$ cat src/rtl/matrix_fetch_pkg.sv
// ---------------------------------------------------------------------------
// mat_pkg
// Shared definitions for the matrix datapath blocks (matrix_fetch,
// matrix_printer, uart_parser): element/bus geometry, error codes, the fetch
// state encoding and a dimension range check.
// ---------------------------------------------------------------------------
package mat_pkg;

   localparam int DATAWIDTH = 8;                       // bits per element
   localparam int MAXDIM    = 5;                       // max rows / columns
   localparam int IDXW      = 2;                       // matrix index width
   localparam int DIMW      = 3;                       // width of m / n / row / col
   localparam int NELEM     = MAXDIM * MAXDIM;         // slots on the flat bus
   localparam int FLATW     = NELEM * DATAWIDTH;       // 200-bit flat payload

   typedef logic [1:0] err_code_t;

   localparam err_code_t ERR_NONE    = 2'd0;
   localparam err_code_t ERR_DIM     = 2'd1;
   localparam err_code_t ERR_STORE   = 2'd2;
   localparam err_code_t ERR_TIMEOUT = 2'd3;

   typedef enum logic [2:0] {
      IDLE,
      CHECK,
      REQ,
      WAIT,
      STREAM,
      DONE,
      ERR
   } fetch_state_t;

   // A shape is usable only when both dimensions are in 1..MAXDIM.
   function automatic logic dims_valid(input logic [DIMW-1:0] m,
                                       input logic [DIMW-1:0] n);
      return (m != '0) && (n != '0) &&
             (m <= DIMW'(MAXDIM)) && (n <= DIMW'(MAXDIM));
   endfunction

endpackage

$ cat src/rtl/matrix_fetch_if.sv
// ---------------------------------------------------------------------------
// matrix_fetch_if
// Bundles the two handshakes of the fetch unit:
//   storage read port : read_en, rd_col, rd_row, rd_mat_index (to storage),
//                       rd_data_flow, rd_ready, err_rd (from storage)
//   element stream    : elem_data, elem_valid, elem_last, elem_row, elem_col
//                       (to consumer), elem_ready (from consumer)
// master = the fetch unit, slave = storage model plus stream consumer.
// ---------------------------------------------------------------------------
interface matrix_fetch_if;
   import mat_pkg::*;

   logic                 read_en;
   logic [DIMW-1:0]      rd_col;
   logic [DIMW-1:0]      rd_row;
   logic [IDXW-1:0]      rd_mat_index;
   logic [FLATW-1:0]     rd_data_flow;
   logic                 rd_ready;
   logic                 err_rd;

   logic [DATAWIDTH-1:0] elem_data;
   logic                 elem_valid;
   logic                 elem_ready;
   logic                 elem_last;
   logic [DIMW-1:0]      elem_row;
   logic [DIMW-1:0]      elem_col;

   modport master (
      output read_en, rd_col, rd_row, rd_mat_index,
      input  rd_data_flow, rd_ready, err_rd,
      output elem_data, elem_valid, elem_last, elem_row, elem_col,
      input  elem_ready
   );

   modport slave (
      input  read_en, rd_col, rd_row, rd_mat_index,
      output rd_data_flow, rd_ready, err_rd,
      input  elem_data, elem_valid, elem_last, elem_row, elem_col,
      output elem_ready
   );

endinterface

$ cat src/rtl/matrix_fetch_cursor.sv
// ---------------------------------------------------------------------------
// elem_cursor
// Row/column walker over a row-major matrix held on the flat bus.
//   clk, rst      : clock, synchronous active-high reset
//   load          : restart at (0,0)
//   advance       : step to the next element (col first, wraps into row)
//   dim_m, dim_n  : matrix shape
//   flat          : flat payload, element k = r*n + c at bits [8k+7:8k]
//   row, col      : current position
//   last          : current position is (m-1, n-1)
//   data          : element at the current position
// ---------------------------------------------------------------------------
module elem_cursor
   import mat_pkg::*;
(
   input  logic                 clk,
   input  logic                 rst,
   input  logic                 load,
   input  logic                 advance,
   input  logic [DIMW-1:0]      dim_m,
   input  logic [DIMW-1:0]      dim_n,
   input  logic [FLATW-1:0]     flat,
   output logic [DIMW-1:0]      row,
   output logic [DIMW-1:0]      col,
   output logic                 last,
   output logic [DATAWIDTH-1:0] data
);

   localparam int KW   = 2 * DIMW;
   localparam int SELW = $clog2(NELEM);

   logic [DIMW-1:0]      row_reg, row_next;
   logic [DIMW-1:0]      col_reg, col_next;
   logic                 row_end;
   logic [KW-1:0]        k;
   logic [DATAWIDTH-1:0] elems [NELEM];

   // Slice the flat bus into addressable elements.
   genvar gi;
   generate
      for (gi = 0; gi < NELEM; gi++) begin : g_slice
         assign elems[gi] = flat[gi*DATAWIDTH +: DATAWIDTH];
      end
   endgenerate

   assign row_end = (col_reg == dim_n - 1'b1);
   assign last    = row_end && (row_reg == dim_m - 1'b1);

   always_comb begin
      row_next = row_reg;
      col_next = col_reg;
      if (load) begin
         row_next = '0;
         col_next = '0;
      end else if (advance) begin
         if (last) begin
            // Park at the origin so a reused cursor starts clean.
            row_next = '0;
            col_next = '0;
         end else if (row_end) begin
            row_next = row_reg + 1'b1;
            col_next = '0;
         end else begin
            col_next = col_reg + 1'b1;
         end
      end
   end

   always_ff @(posedge clk) begin
      if (rst) begin
         row_reg <= '0;
         col_reg <= '0;
      end else begin
         row_reg <= row_next;
         col_reg <= col_next;
      end
   end

   // Linear index is computed with the runtime column count, not MAXDIM.
   assign k    = KW'(row_reg) * KW'(dim_n) + KW'(col_reg);
   assign data = (k < KW'(NELEM)) ? elems[k[SELW-1:0]] : '0;
   assign row  = row_reg;
   assign col  = col_reg;

endmodule

$ cat src/rtl/matrix_fetch.sv
// ---------------------------------------------------------------------------
// matrix_fetch
// Reads one stored matrix selected by (m, n, index) from matrix storage,
// latches the flat payload and streams its elements row-major over a
// valid/ready handshake. Storage errors, bad shapes and a missing storage
// response are reported as a one-cycle error pulse with a held error code.
//   clk, rst              : clock, synchronous active-high reset
//   start                 : fetch request, honoured only when idle
//   req_m, req_n, req_idx : requested shape and index
//   bus (master)          : storage read port and element stream
//   matrix_flat           : last successfully captured payload
//   dim_m, dim_n          : shape of that payload
//   busy                  : any state other than IDLE
//   done, error           : one-cycle completion / failure pulses
//   err_code              : 0 none, 1 bad dims, 2 storage error, 3 timeout
// ---------------------------------------------------------------------------
module matrix_fetch
   import mat_pkg::*;
#(
   parameter int TIMEOUT = 1024
) (
   input  logic              clk,
   input  logic              rst,
   input  logic              start,
   input  logic [DIMW-1:0]   req_m,
   input  logic [DIMW-1:0]   req_n,
   input  logic [IDXW-1:0]   req_idx,
   matrix_fetch_if.master    bus,
   output logic [FLATW-1:0]  matrix_flat,
   output logic [DIMW-1:0]   dim_m,
   output logic [DIMW-1:0]   dim_n,
   output logic              busy,
   output logic              done,
   output logic              error,
   output logic [1:0]        err_code
);

   localparam int CNTW = (TIMEOUT > 2) ? $clog2(TIMEOUT) : 2;

   fetch_state_t         state_reg, state_next;
   logic [CNTW-1:0]      cnt_reg, cnt_next;
   err_code_t            err_code_reg, err_code_next;
   logic [DIMW-1:0]      m_reg, n_reg;
   logic [IDXW-1:0]      idx_reg;
   logic [FLATW-1:0]     flat_reg;
   logic [DIMW-1:0]      dim_m_reg, dim_n_reg;

   logic                 latch_req;
   logic                 capture;
   logic                 advance;
   logic                 streaming;
   logic [DIMW-1:0]      cur_row, cur_col;
   logic                 cur_last;
   logic [DATAWIDTH-1:0] cur_data;

   // ---------------- state register and datapath registers ----------------
   always_ff @(posedge clk) begin
      if (rst) begin
         state_reg    <= IDLE;
         cnt_reg      <= '0;
         err_code_reg <= ERR_NONE;
         m_reg        <= '0;
         n_reg        <= '0;
         idx_reg      <= '0;
         flat_reg     <= '0;
         dim_m_reg    <= '0;
         dim_n_reg    <= '0;
      end else begin
         state_reg    <= state_next;
         cnt_reg      <= cnt_next;
         err_code_reg <= err_code_next;
         if (latch_req) begin
            m_reg   <= req_m;
            n_reg   <= req_n;
            idx_reg <= req_idx;
         end
         if (capture) begin
            flat_reg  <= bus.rd_data_flow;
            dim_m_reg <= m_reg;
            dim_n_reg <= n_reg;
         end
      end
   end

   // ---------------- next state and strobes ----------------
   always_comb begin
      state_next    = state_reg;
      cnt_next      = cnt_reg;
      err_code_next = err_code_reg;
      latch_req     = 1'b0;
      capture       = 1'b0;
      advance       = 1'b0;
      case (state_reg)
         IDLE: begin
            if (start) begin
               latch_req     = 1'b1;
               err_code_next = ERR_NONE;
               state_next    = CHECK;
            end
         end
         CHECK: begin
            if (dims_valid(m_reg, n_reg)) begin
               state_next = REQ;
            end else begin
               err_code_next = ERR_DIM;
               state_next    = ERR;
            end
         end
         REQ: begin
            cnt_next   = '0;
            state_next = WAIT;
         end
         WAIT: begin
            cnt_next = cnt_reg + 1'b1;
            // err_rd has priority over a simultaneous rd_ready.
            if (bus.err_rd) begin
               err_code_next = ERR_STORE;
               state_next    = ERR;
            end else if (bus.rd_ready) begin
               capture    = 1'b1;
               state_next = STREAM;
            end else if (cnt_reg == CNTW'(TIMEOUT - 2)) begin
               // Counter is about to reach TIMEOUT-1: the error pulse then
               // lands exactly TIMEOUT cycles after the read_en cycle.
               err_code_next = ERR_TIMEOUT;
               state_next    = ERR;
            end
         end
         STREAM: begin
            if (bus.elem_ready) begin
               advance = 1'b1;
               if (cur_last) begin
                  state_next = DONE;
               end
            end
         end
         DONE:    state_next = IDLE;
         ERR:     state_next = IDLE;
         default: state_next = IDLE;
      endcase
   end

   // ---------------- element cursor ----------------
   elem_cursor u_cursor (
      .clk     (clk),
      .rst     (rst),
      .load    (capture),
      .advance (advance),
      .dim_m   (dim_m_reg),
      .dim_n   (dim_n_reg),
      .flat    (flat_reg),
      .row     (cur_row),
      .col     (cur_col),
      .last    (cur_last),
      .data    (cur_data)
   );

   // ---------------- outputs ----------------
   assign streaming        = (state_reg == STREAM);

   assign bus.read_en      = (state_reg == REQ);
   assign bus.rd_col       = m_reg;
   assign bus.rd_row       = n_reg;
   assign bus.rd_mat_index = idx_reg;

   // Stream fields read as zero whenever no element is on offer.
   assign bus.elem_valid   = streaming;
   assign bus.elem_data    = streaming ? cur_data : '0;
   assign bus.elem_row     = streaming ? cur_row  : '0;
   assign bus.elem_col     = streaming ? cur_col  : '0;
   assign bus.elem_last    = streaming && cur_last;

   assign matrix_flat      = flat_reg;
   assign dim_m            = dim_m_reg;
   assign dim_n            = dim_n_reg;
   assign busy             = (state_reg != IDLE);
   assign done             = (state_reg == DONE);
   assign error            = (state_reg == ERR);
   assign err_code         = err_code_reg;

endmodule
$ cat src/flat_wrapper.sv
// flat-port wrapper written by rule: the top's interface ports become plain ports
module matrix_fetch_flat import mat_pkg::*;
#(
   parameter int TIMEOUT = 1024
)
  (clk, rst, start, req_m, req_n, req_idx, matrix_flat, dim_m, dim_n, busy, done, error, err_code, bus_read_en, bus_rd_col, bus_rd_row, bus_rd_mat_index, bus_rd_data_flow, bus_rd_ready, bus_err_rd, bus_elem_data, bus_elem_valid, bus_elem_last, bus_elem_row, bus_elem_col, bus_elem_ready);
  matrix_fetch_if bus_i ();
  input  logic clk;
  input  logic rst;
  input  logic start;
  input  logic [DIMW-1:0] req_m;
  input  logic [DIMW-1:0] req_n;
  input  logic [IDXW-1:0] req_idx;
  output logic [FLATW-1:0] matrix_flat;
  output logic [DIMW-1:0] dim_m;
  output logic [DIMW-1:0] dim_n;
  output logic busy;
  output logic done;
  output logic error;
  output logic [1:0] err_code;
  output wire logic [$bits(bus_i.read_en)-1:0] bus_read_en;
  output wire logic [$bits(bus_i.rd_col)-1:0] bus_rd_col;
  output wire logic [$bits(bus_i.rd_row)-1:0] bus_rd_row;
  output wire logic [$bits(bus_i.rd_mat_index)-1:0] bus_rd_mat_index;
  input wire logic [$bits(bus_i.rd_data_flow)-1:0] bus_rd_data_flow;
  input wire logic [$bits(bus_i.rd_ready)-1:0] bus_rd_ready;
  input wire logic [$bits(bus_i.err_rd)-1:0] bus_err_rd;
  output wire logic [$bits(bus_i.elem_data)-1:0] bus_elem_data;
  output wire logic [$bits(bus_i.elem_valid)-1:0] bus_elem_valid;
  output wire logic [$bits(bus_i.elem_last)-1:0] bus_elem_last;
  output wire logic [$bits(bus_i.elem_row)-1:0] bus_elem_row;
  output wire logic [$bits(bus_i.elem_col)-1:0] bus_elem_col;
  input wire logic [$bits(bus_i.elem_ready)-1:0] bus_elem_ready;
  assign bus_read_en = bus_i.read_en;
  assign bus_rd_col = bus_i.rd_col;
  assign bus_rd_row = bus_i.rd_row;
  assign bus_rd_mat_index = bus_i.rd_mat_index;
  assign bus_i.rd_data_flow = bus_rd_data_flow;
  assign bus_i.rd_ready = bus_rd_ready;
  assign bus_i.err_rd = bus_err_rd;
  assign bus_elem_data = bus_i.elem_data;
  assign bus_elem_valid = bus_i.elem_valid;
  assign bus_elem_last = bus_i.elem_last;
  assign bus_elem_row = bus_i.elem_row;
  assign bus_elem_col = bus_i.elem_col;
  assign bus_i.elem_ready = bus_elem_ready;
  matrix_fetch #(.TIMEOUT(TIMEOUT)) u_core (.clk(clk), .rst(rst), .start(start), .req_m(req_m), .req_n(req_n), .req_idx(req_idx), .bus(bus_i), .matrix_flat(matrix_flat), .dim_m(dim_m), .dim_n(dim_n), .busy(busy), .done(done), .error(error), .err_code(err_code));
endmodule
$ cat config.mk
export PLATFORM = sky130hd
export DESIGN_NAME = matrix_fetch_flat
export DESIGN_NICKNAME = d
export VERILOG_FILES = /design/src/rtl/matrix_fetch_pkg.sv /design/src/rtl/matrix_fetch_if.sv /design/src/rtl/matrix_fetch_cursor.sv /design/src/rtl/matrix_fetch.sv /design/src/flat_wrapper.sv
export SDC_FILE = /design/constraint.sdc
export NUM_CORES = 1
export LEC_CHECK = 0
export ABC_AREA = 1
export CORE_UTILIZATION = 25
export CTS_BUF_LIST = sky130_fd_sc_hd__clkbuf_8
export DETAILED_ROUTE_END_ITERATION = 12
export HOLD_SLACK_MARGIN = 0.12
export SLEW_MARGIN = 40
export SYNTH_ARGS = -nofsm -noshare
export SYNTH_HDL_FRONTEND = slang
export SYNTH_SLANG_ARGS = --single-unit
$ cat constraint.sdc
create_clock -name clk -period 7.73 [get_ports clk]
set_clock_uncertainty 0.1 [all_clocks]
set_input_delay 0.773 -clock clk [delete_from_list [all_inputs] [get_ports clk]]
set_output_delay 0.773 -clock clk [all_outputs]
set_load 0.05 [all_outputs]
==> results of run 1 <==
==> area by class of cell <==
type                    count  share of cell area [%]
flip-flops and latches    235                    28.0
well taps                 585                    4.36
inverters                  63                    1.53
clock inverters            18                   0.619
clock buffers              58                    4.76
diodes                      4                  0.0597
repair buffers            456                    27.3
multi-input cells        1232                    33.3
==> worst max-delay path, cell delays in order (launching register included) <==
cell             delay [ns]
dfxtp_1                0.45
nand2_1                0.12
fa_1                   0.54
inv_1                  0.06
fa_1                   0.57
inv_1                  0.07
fa_1                   1.04
inv_2                  0.33
nor2_1                 0.46
nand2_1                0.10
nand2_1                0.08
nor2_1                 0.05
nand2_1                0.05
nand2_1                0.05
nor2_1                 0.38
clkdlybuf4s50_1        0.90
==> synth_stat cells (2+ instances only) <==
cell,number,area share (%)
or2_1,2,0.11
a21oi_1,43,1.9
ha_1,16,1.8
o21ai_1,166,7.5
dfxtp_1,235,43
o21ai_0,92,4.2
inv_1,49,1.7
a311oi_1,2,0.16
buf_2,46,2.1
nand3_1,114,5.2
nand3b_1,2,0.14
buf_4,20,1.4
clkbuf_1,36,1.2
nand2_2,3,0.17
buf_1,3,0.10
xor2_1,3,0.24
nor2_4,4,0.41
nor2_1,474,16
nand4_1,5,0.28
o211ai_1,4,0.27
nor2_2,2,0.11
a31oi_1,8,0.45
a211oi_1,3,0.20
fa_1,3,0.54
inv_2,12,0.41
nor3b_2,2,0.23
nor3_1,7,0.32
nand2_1,267,9.1
==> worst min-delay path by stage <==
stage	from	to	slack (ns)	depth (start not counted)
2_1_floorplan	u_core.cnt_reg[5]	u_core.cnt_reg[5]	0.36	1
3_3_place_gp	u_core.bus.rd_mat_index[1]	u_core.bus.rd_mat_index[1]	0.35	2
3_5_place_dp	u_core.bus.rd_mat_index[1]	u_core.bus.rd_mat_index[1]	0.35	2
4_1_cts	u_core.bus.rd_mat_index[1]	u_core.bus.rd_mat_index[1]	0.36	2
5_1_grt	u_core.bus.rd_mat_index[0]	u_core.bus.rd_mat_index[0]	0.40	2
6_report	u_core.bus.rd_mat_index[1]	u_core.bus.rd_mat_index[1]	0.36	2
==> power groups by stage <==
stage | Sequential (mW) | Clock (mW) | Combinational, mW
after floorplan | 1.69 | 0 | 0.466
after global placement | 1.43 | 0 | 1.21
after detailed placement | 1.43 | 0 | 1.22
after CTS | 1.41 | 1.30 | 1.22
after global routing | 1.42 | 1.35 | 1.29
final | 1.41 | 1.26 | 1.21
==> routing by layer <==
| metal | global-route usage (%) | vias up | wire length (um) |
|---|---|---|---|
| met5 | 0 | - | 26 |
| li1 | - | 6118 | - |
| met2 | 34.1 | 456 | 23000 |
| met3 | 4.98 | 83 | 3510 |
| met4 | 8.73 | 4 | 1570 |
| met1 | 27.5 | 5685 | 21600 |
==> kinds of logic after synthesis <==
| group | share of synthesized area [%] |
|---|---|
| flip-flops | 42.6 |
| buffers and inverters | 7.03 |
| adder cells (fa/ha/maj) | 2.35 |
| AND/OR/NAND/NOR | 32.5 |
| XOR/XNOR | 0.385 |
| AO/OA/AOI/OAI | 15.1 |
==> stage by stage <==
step	worst slack, ns	hold WS (ns)
after floorplan	2.82	0.359
after global placement	1.71	0.351
after detailed placement	1.67	0.353
after CTS	0.981	0.362
after global routing	0.677	0.399
final	1.00	0.360
==> out/metrics.cfg, run 1 <==
[power]
ir_drop_mv = 0.108
p_int_mw = 2.41
p_switching_mw = 1.47
power.leakage_nw = 6.82
power_density_nw_per_um2 = 231
p_clk_share_pct = 32.4
sw_frac_of_total_pct = 37.9
combPwrFrac_pct = 31.2
p_seq_share_pct = 36.3
power_mw = 3.87

[critical_path]
startpoint = u_core.u_cursor.row[0]
critPathCaptureType = output pin
required_ns = 6.86
reg2reg_slack_ns = 5.22
reg2reg_to = u_core.u_cursor.row[1]
arrival_ns = 5.86
cp-start-kind = register
reg2regPathDepth = 9
crit_path_max_fanout = 19
criticalPathCategory = register to output pin
r2r-start = u_core.state_reg[1]
crit_path_end = bus_elem_data[6]

[timing]
period_minus_slack_ns = 6.73
setup_viol = 0
setup_total_negative_slack_ns = 0
clock.fmax_mhz = 149
fin_crit_sh_pct = 87.0
rsz0062_at_grt = false
maxSlewViolCount = 0
hold_violations = 0
worst_pin_slew_ns = 0.833
relSlewSlack_pct = 44.5

[route]
drt-pass1-iter-count = 5
drtIter0Drc = 894
routedWlPerCell_um = 18.7
drt-total-wl_mm = 49.6
viasPerCell = 4.66
drc = 0
num_vias = 12346
postRouteAntennaNets = 0

[grt]
grt_pass1_wl_mm = 72.3
antenna_found_initial = 3
overflow = 0
grt_usage_pct = 21.3
grt_max_degree = 117
grt_pass1_vias = 11864

[floorplan]
die_h_um = 212
die_w_um = 212
coreArea_um2 = 43400
row_count = 76
die-area_um2 = 45100
boundaryPins = 450
start_util_pct = 25.5

[cells_and_area]
final_cells = 2651
final_cell_mix = nor2_1 (474), clkdlybuf4s50_1 (449), nand2_1 (267)
area_growth_pct = 51.8
largest_register_ffs = 200
mostFrequentLayoutCell = nor2_1
final_area_um2 = 16800
utilization_pct = 38.7
fillers = 4616
multiInputGateArea_um2 = 5590
nets = 2267
ff_latch_area_um2 = 4700
drive_gt1_share_pct = 5.14

[placement]
place_congestion = 0.884
place_hpwl_mm = 36.5
dp.cells = 2571
port_buffers = 449
place_area_um2 = 15900

[synthesis]
synthesis.nets = 1869
synth-warning-count = 0
synth_cell_types = 41
synth_edf_count = 0
ys_ff_latch = 235
synthFlopType = dfxtp_1
synthArstFlopShare_pct = 0
synth_seq_area_share_pct = 42.6
syn_inst = 1636
synth.avg_cell_area_um2 = 6.76
syn-cell-area_um2 = 11100

[clocking]
htreeDepth = 2
post-cts-setup-buffer-count = 0
cts_tree = yes
cts_max_path_buffers = 3
clk_pin_slew_ns = 0.06
insertion_delay_ns = 0.59
clock_sinks = 235
ctsHoldBuffers = 0
root_buffer = clkbuf_8
cts_made_buffers = 46
cts-resized-gates = 0

[min_path]
hold_path_class = register to register

[outcome]
status = finished clean

[job]
max-cap-violations = 0

Note: power is estimated with default switching activity, not from simulation.
==> run 2: changes to the inputs <==
--- a/config.mk
+++ b/config.mk
@@ -6,11 +6,11 @@
 export NUM_CORES = 1
 export LEC_CHECK = 0
 export ABC_AREA = 1
+export CAP_MARGIN = 15
 export CORE_UTILIZATION = 25
 export CTS_BUF_LIST = sky130_fd_sc_hd__clkbuf_8
 export DETAILED_ROUTE_END_ITERATION = 12
 export HOLD_SLACK_MARGIN = 0.12
-export SLEW_MARGIN = 40
 export SYNTH_ARGS = -nofsm -noshare
 export SYNTH_HDL_FRONTEND = slang
 export SYNTH_SLANG_ARGS = --single-unit
==> out/metrics.cfg, run 2 (same netlist as run 1, synthesis figures left out) <==
[route]
drtIter0Drc = 873  ; was 894
postRouteAntennaNets = 0  ; unchanged
drt-pass1-iter-count = 7  ; was 5
drc = 0  ; unchanged
viasPerCell = 4.66  ; about the same
drt-total-wl_mm = 49.7  ; was 49.6 mm
routedWlPerCell_um = 18.8  ; was 18.7 um
num_vias = 12346  ; unchanged

[placement]
place_hpwl_mm = 36.3  ; was 36.5 mm
place_congestion = 0.884  ; unchanged
port_buffers = 449  ; unchanged

[cells_and_area]
area_growth_pct = 51.1  ; was 51.8%
nets = 2265  ; was 2267
final_cell_mix = nor2_1 (474), clkdlybuf4s50_1 (449), nand2_1 (267)  ; unchanged
mostFrequentLayoutCell = nor2_1  ; unchanged
largest_register_ffs = 200  ; unchanged
fillers = 4621  ; was 4616
drive_gt1_share_pct = 5.15  ; was 5.14%

[timing]
period_minus_slack_ns = 6.68  ; was 6.73 ns
fin_crit_sh_pct = 86.4  ; was 87.0%
rsz0062_at_grt = false  ; unchanged
worst_pin_slew_ns = 1.20  ; was 0.833 ns
clock.fmax_mhz = 150  ; was 149 MHz
hold_violations = 0  ; unchanged
maxSlewViolCount = 0  ; unchanged
setup_total_negative_slack_ns = 0  ; unchanged
relSlewSlack_pct = 20.3  ; was 44.5%
setup_viol = 0  ; unchanged

[critical_path]
required_ns = 6.86  ; about the same
reg2regPathDepth = 8  ; was 9
crit_path_max_fanout = 19  ; unchanged
critPathCaptureType = output pin  ; unchanged
cp-start-kind = register  ; unchanged
reg2reg_to = u_core.matrix_flat[97]  ; was u_core.u_cursor.row[1]
reg2reg_slack_ns = 4.85  ; was 5.22 ns
arrival_ns = 5.80  ; was 5.86 ns
criticalPathCategory = register to output pin  ; unchanged
r2r-start = u_core.state_reg[1]  ; unchanged

[job]
max-cap-violations = 0  ; unchanged

[clocking]
cts_max_path_buffers = 3  ; unchanged
root_buffer = clkbuf_8  ; unchanged
clk_pin_slew_ns = 0.06  ; about the same
post-cts-setup-buffer-count = 0  ; unchanged
insertion_delay_ns = 0.60  ; was 0.59 ns
clock_sinks = 235  ; unchanged
htreeDepth = 2  ; unchanged
ctsHoldBuffers = 0  ; unchanged
cts-resized-gates = 0  ; unchanged
cts_tree = yes  ; unchanged
cts_made_buffers = 45  ; was 46

[grt]
grt_usage_pct = 21.3  ; about the same
antenna_found_initial = 1  ; was 3
grt_pass1_wl_mm = 72.5  ; was 72.3 mm
overflow = 0  ; unchanged
grt_max_degree = 214  ; was 117
grt_pass1_vias = 11857  ; was 11864

[floorplan]
start_util_pct = 25.5  ; unchanged
die_w_um = 212  ; unchanged
coreArea_um2 = 43400  ; unchanged
die_h_um = 212  ; unchanged
row_count = 76  ; unchanged
boundaryPins = 450  ; unchanged
die-area_um2 = 45100  ; unchanged

[power]
ir_drop_mv = 0.103  ; was 0.108 mV
power.leakage_nw = 6.78  ; was 6.82 nW
power_mw = 3.83  ; was 3.87 mW
power_density_nw_per_um2 = 229  ; was 231 nW/um2

[min_path]
min-delay-start = u_core.bus.rd_mat_index[1]  ; unchanged
hold_path_class = register to register  ; unchanged
min_to = u_core.bus.rd_mat_index[1]  ; unchanged
holdPathStages = 2  ; unchanged

[outcome]
status = finished clean  ; unchanged

run 2: cell types whose count changed in the layout (fill, tap and decap cells not counted), moves of 2 or more:
cell,before,now
buf_4,3,5
inv_1,60,58
diode_2,4,2
clkinv_2,5,7
buf_6,2,0
run 2: worst max-delay path, cell delays in order, from the launching register on:
cell and delay [ns]:
dfxtp_1 0.45, nand2_1 0.12, fa_1 0.55, inv_1 0.06, fa_1 0.56, inv_1 0.07
fa_1 1.01, inv_2 0.32, nor2_1 0.45, nand2_1 0.10, nand2_1 0.08, nor2_1 0.05
nand2_1 0.06, nand2_1 0.06, nor2_1 0.34, clkdlybuf4s50_1 0.89
run 2: stage by stage:
| stage | hold slack, ns | instance area, um2 | cells | setup WS, ns | util [%] |
|---|---|---|---|---|---|
| finish | 0.361 | 16700 | 2647 | 1.05 | 38.5 |
| global route | 0.399 | 16700 | 2645 | 0.644 | 38.5 |
| CTS | 0.362 | 16700 | 2645 | 0.959 | 38.5 |
| detailed placement | 0.353 | 15800 | 2570 | 1.66 | 36.5 |
| global placement | 0.351 | 15800 | 2570 | 1.71 | 36.5 |
| floorplan | 0.359 | 11100 | 1636 | 2.82 | - |
run 2: report_power, final:
part | leakage [nW] | switching, mW | internal, mW
registers | 1.90 | 0.0999 | 1.31
clock network | 0.489 | 0.557 | 0.658
logic | 4.39 | 0.810 | 0.399
run 2: layer usage:
layer	up-vias	global-route usage, %	part of all wire [%]
met2	455	34.0	46
li1	6106	-	-
met3	88	5.42	7.1
met4	0	8.63	3.2
met5	-	0	0
met1	5697	27.3	44
run 2: cell type report:
type / count / area (um2) / area share (%)
tap: 585 / 732 / 4.38
inverter: 63 / 251 / 1.51
multi-input combinational: 1232 / 5590 / 33.5
antenna: 2 / 5.00 / 0.0300
clock inverter: 18 / 85.1 / 0.509
sequential: 235 / 4700 / 28.2
clock buffer: 57 / 785 / 4.70
timing repair buffer: 455 / 4550 / 27.3
run 2: worst max-delay path by stage:
stage / from / endpoint / slack [ns] / cells past startpoint
after CTS: u_core.dim_n[2] / bus_elem_data[6] / 0.96 / 15
after global placement: u_core.dim_n[2] / bus_elem_data[6] / 1.71 / 15
final: u_core.dim_n[2] / bus_elem_data[6] / 1.05 / 15
after global routing: u_core.u_cursor.row[0] / bus_elem_data[6] / 0.64 / 15
after detailed placement: u_core.dim_n[2] / bus_elem_data[6] / 1.66 / 15
after floorplan: u_core.dim_n[2] / bus_elem_data[6] / 2.82 / 15
==> run 3: changes to the inputs <==
--- a/config.mk
+++ b/config.mk
@@ -7,6 +7,7 @@
 export LEC_CHECK = 0
 export ABC_AREA = 1
 export CAP_MARGIN = 15
+export CORE_ASPECT_RATIO = 0.7
 export CORE_UTILIZATION = 25
 export CTS_BUF_LIST = sky130_fd_sc_hd__clkbuf_8
 export DETAILED_ROUTE_END_ITERATION = 12
==> out/metrics.cfg, run 3 (same netlist as run 1, synthesis figures left out) <==
[critical_path]
startpoint = u_core.dim_n[0]  ; was u_core.dim_n[2]
crit_path_end = bus_elem_data[6]  ; unchanged
path_common_cell = nand2_1  ; unchanged
required_ns = 6.86  ; about the same
crit_slowest_cell = fa_1  ; unchanged
critPathBufInv = 4  ; unchanged
crit_cells = 15  ; unchanged
criticalPathCategory = register to output pin  ; unchanged
arrival_ns = 5.51  ; was 5.80 ns
critPathMaxStageDelay_ns = 0.98  ; was 1.01 ns
crit_path_cell_trace = nand2_1, fa_1, inv_1, fa_1, inv_1, fa_1, inv_2, nor2_1, nand2_1, nand2_1, nor2_1, nand2_1, nand2_1, nor2_1, clkdlybuf4s50_1  ; unchanged
r2r-start = u_core.state_reg[1]  ; unchanged
reg2reg_slack_ns = 4.79  ; was 4.85 ns
reg2reg_to = u_core.matrix_flat[96]  ; was u_core.matrix_flat[97]
reg2regPathDepth = 8  ; unchanged
cp-start-kind = register  ; unchanged
crit_path_max_fanout = 19  ; unchanged
critPathCaptureType = output pin  ; unchanged
crit_family = adder cells  ; unchanged

[timing]
period_minus_slack_ns = 6.39  ; was 6.68 ns
setup_total_negative_slack_ns = 0  ; unchanged
worst_pin_slew_ns = 1.14  ; was 1.20 ns
worst_slack_ns = 1.34  ; was 1.05 ns
setup_viol = 0  ; unchanged
clock.fmax_mhz = 157  ; was 150 MHz
rsz0062_at_grt = false  ; unchanged
hold_violations = 0  ; unchanged
maxSlewViolCount = 0  ; unchanged
fin_crit_sh_pct = 82.6  ; was 86.4%
relSlewSlack_pct = 24.1  ; was 20.3%

[power]
power_density_nw_per_um2 = 230  ; was 229 nW/um2
power.leakage_nw = 6.78  ; about the same
ir_drop_mv = 0.0956  ; was 0.103 mV

[cells_and_area]
final_cells = 2655  ; was 2647
multiInputGateArea_um2 = 5590  ; unchanged
final_cell_mix = nor2_1 (474), clkdlybuf4s50_1 (449), nand2_1 (267)  ; unchanged
ff_latch_area_um2 = 4700  ; unchanged
area_growth_pct = 50.8  ; was 51.1%
fillers = 4531  ; was 4621
final_area_um2 = 16700  ; about the same
drive_gt1_share_pct = 4.91  ; was 5.15%
nets = 2265  ; unchanged
largest_register_ffs = 200  ; unchanged
mostFrequentLayoutCell = nor2_1  ; unchanged

[placement]
dp.cells = 2582  ; was 2570
place_hpwl_mm = 36.6  ; was 36.3 mm
port_buffers = 449  ; unchanged
place_congestion = 0.924  ; was 0.884
place_area_um2 = 15800  ; about the same
dp_slack_ns = 1.96  ; was 1.66 ns

[grt]
antenna_found_initial = 3  ; was 1
grt_pass1_vias = 11944  ; was 11857
grt_pass1_wl_mm = 74.1  ; was 72.5 mm
grt_usage_pct = 21.5  ; was 21.3%
grt_max_degree = 151  ; was 214
overflow = 0  ; unchanged

[clocking]
root_buffer = clkbuf_8  ; unchanged
post-cts-setup-buffer-count = 0  ; unchanged
ctsHoldBuffers = 0  ; unchanged
clock_sinks = 235  ; unchanged
cts_tree = yes  ; unchanged
htreeDepth = 2  ; unchanged
clk_pin_slew_ns = 0.06  ; about the same
cts-resized-gates = 0  ; unchanged
insertion_delay_ns = 0.57  ; was 0.60 ns
cts_made_buffers = 42  ; was 45
cts_max_path_buffers = 3  ; unchanged

[route]
num_vias = 12434  ; was 12346
drc = 0  ; unchanged
viasPerCell = 4.68  ; was 4.66
routedWlPerCell_um = 19.0  ; was 18.8 um
drtIter0Drc = 962  ; was 873
drt-total-wl_mm = 50.3  ; was 49.7 mm
drt-pass1-iter-count = 5  ; was 7
postRouteAntennaNets = 0  ; unchanged

[floorplan]
start_util_pct = 25.3  ; was 25.5%
die_w_um = 253  ; was 212 um
die_h_um = 178  ; was 212 um
coreArea_um2 = 43600  ; was 43400 um2
boundaryPins = 450  ; unchanged
row_count = 64  ; was 76
die-area_um2 = 45100  ; about the same

[min_path]
hold_path_class = register to register  ; unchanged

[outcome]
status = finished clean  ; unchanged

[job]
max-cap-violations = 0  ; unchanged

[run 3: changes by cell type in the layout (fill, tap and decap cells not counted)]
cell,before,now
buf_12,1,0
buf_4,5,9
bufinv_16,0,2
clkbuf_8,57,49
clkinv_2,7,6
clkinv_4,1,0
inv_1,58,62
[run 3: area by class of cell]
| cell class | instances | area share, % |
|---|---|---|
| multi-input cells | 1232 | 33.5 |
| flip-flops and latches | 235 | 28.2 |
| repair buffers | 458 | 27.4 |
| well taps | 594 | 4.46 |
| clock buffers | 49 | 4.04 |
| inverters | 63 | 1.51 |
| clock inverters | 22 | 0.878 |
| diodes | 2 | 0.0300 |
[run 3: worst min path at each step]
| stage | endpoint | slack (ns) | startpoint | cells after the start |
|---|---|---|---|---|
| 3_3_place_gp | u_core.bus.rd_mat_index[0] | 0.35 | u_core.bus.rd_mat_index[0] | 2 |
| 3_5_place_dp | u_core.err_code[1] | 0.36 | u_core.err_code[1] | 2 |
| 5_1_grt | u_core.err_code[1] | 0.39 | u_core.err_code[1] | 2 |
| 4_1_cts | u_core.err_code[1] | 0.37 | u_core.err_code[1] | 2 |
| 2_1_floorplan | u_core.cnt_reg[5] | 0.36 | u_core.cnt_reg[5] | 1 |
| 6_report | u_core.err_code[1] | 0.37 | u_core.err_code[1] | 2 |
[run 3: where the power goes]
part	switching (mW)	internal [mW]	total [mW]
Sequential	0.0927	1.31	1.40
Combinational	0.846	0.399	1.24
Clock	0.552	0.640	1.19
[run 3: worst register-to-register path, stage by stage (launching register included)]
cell     delay (ns)
dfxtp_1        0.46
nand2_1        0.13
inv_2          0.06
nand2_2        0.18
nor2_4         0.23
buf_4          0.41
buf_4          0.89
o21ai_0        0.27
nor2_1         0.14
[run 3: per-stage QoR]
step	utilization, %	power (mW)	hold WS, ns
after detailed placement	36.3	2.67	0.358
final	38.2	3.84	0.367
after CTS	38.2	3.87	0.366
after global routing	38.2	4.01	0.392
after global placement	36.3	2.66	0.351
after floorplan	-	2.15	0.359
[run 3: layer usage]
layer  vias to the layer above  global-route usage [%]  part of all wire, %
met2                       477                    33.6                   44
met4                         2                    6.69                  2.5
met3                        86                    4.37                  6.6
li1                       6111                       -                    -
met1                      5758                    29.4                   47
met5                         -                       0                0.034
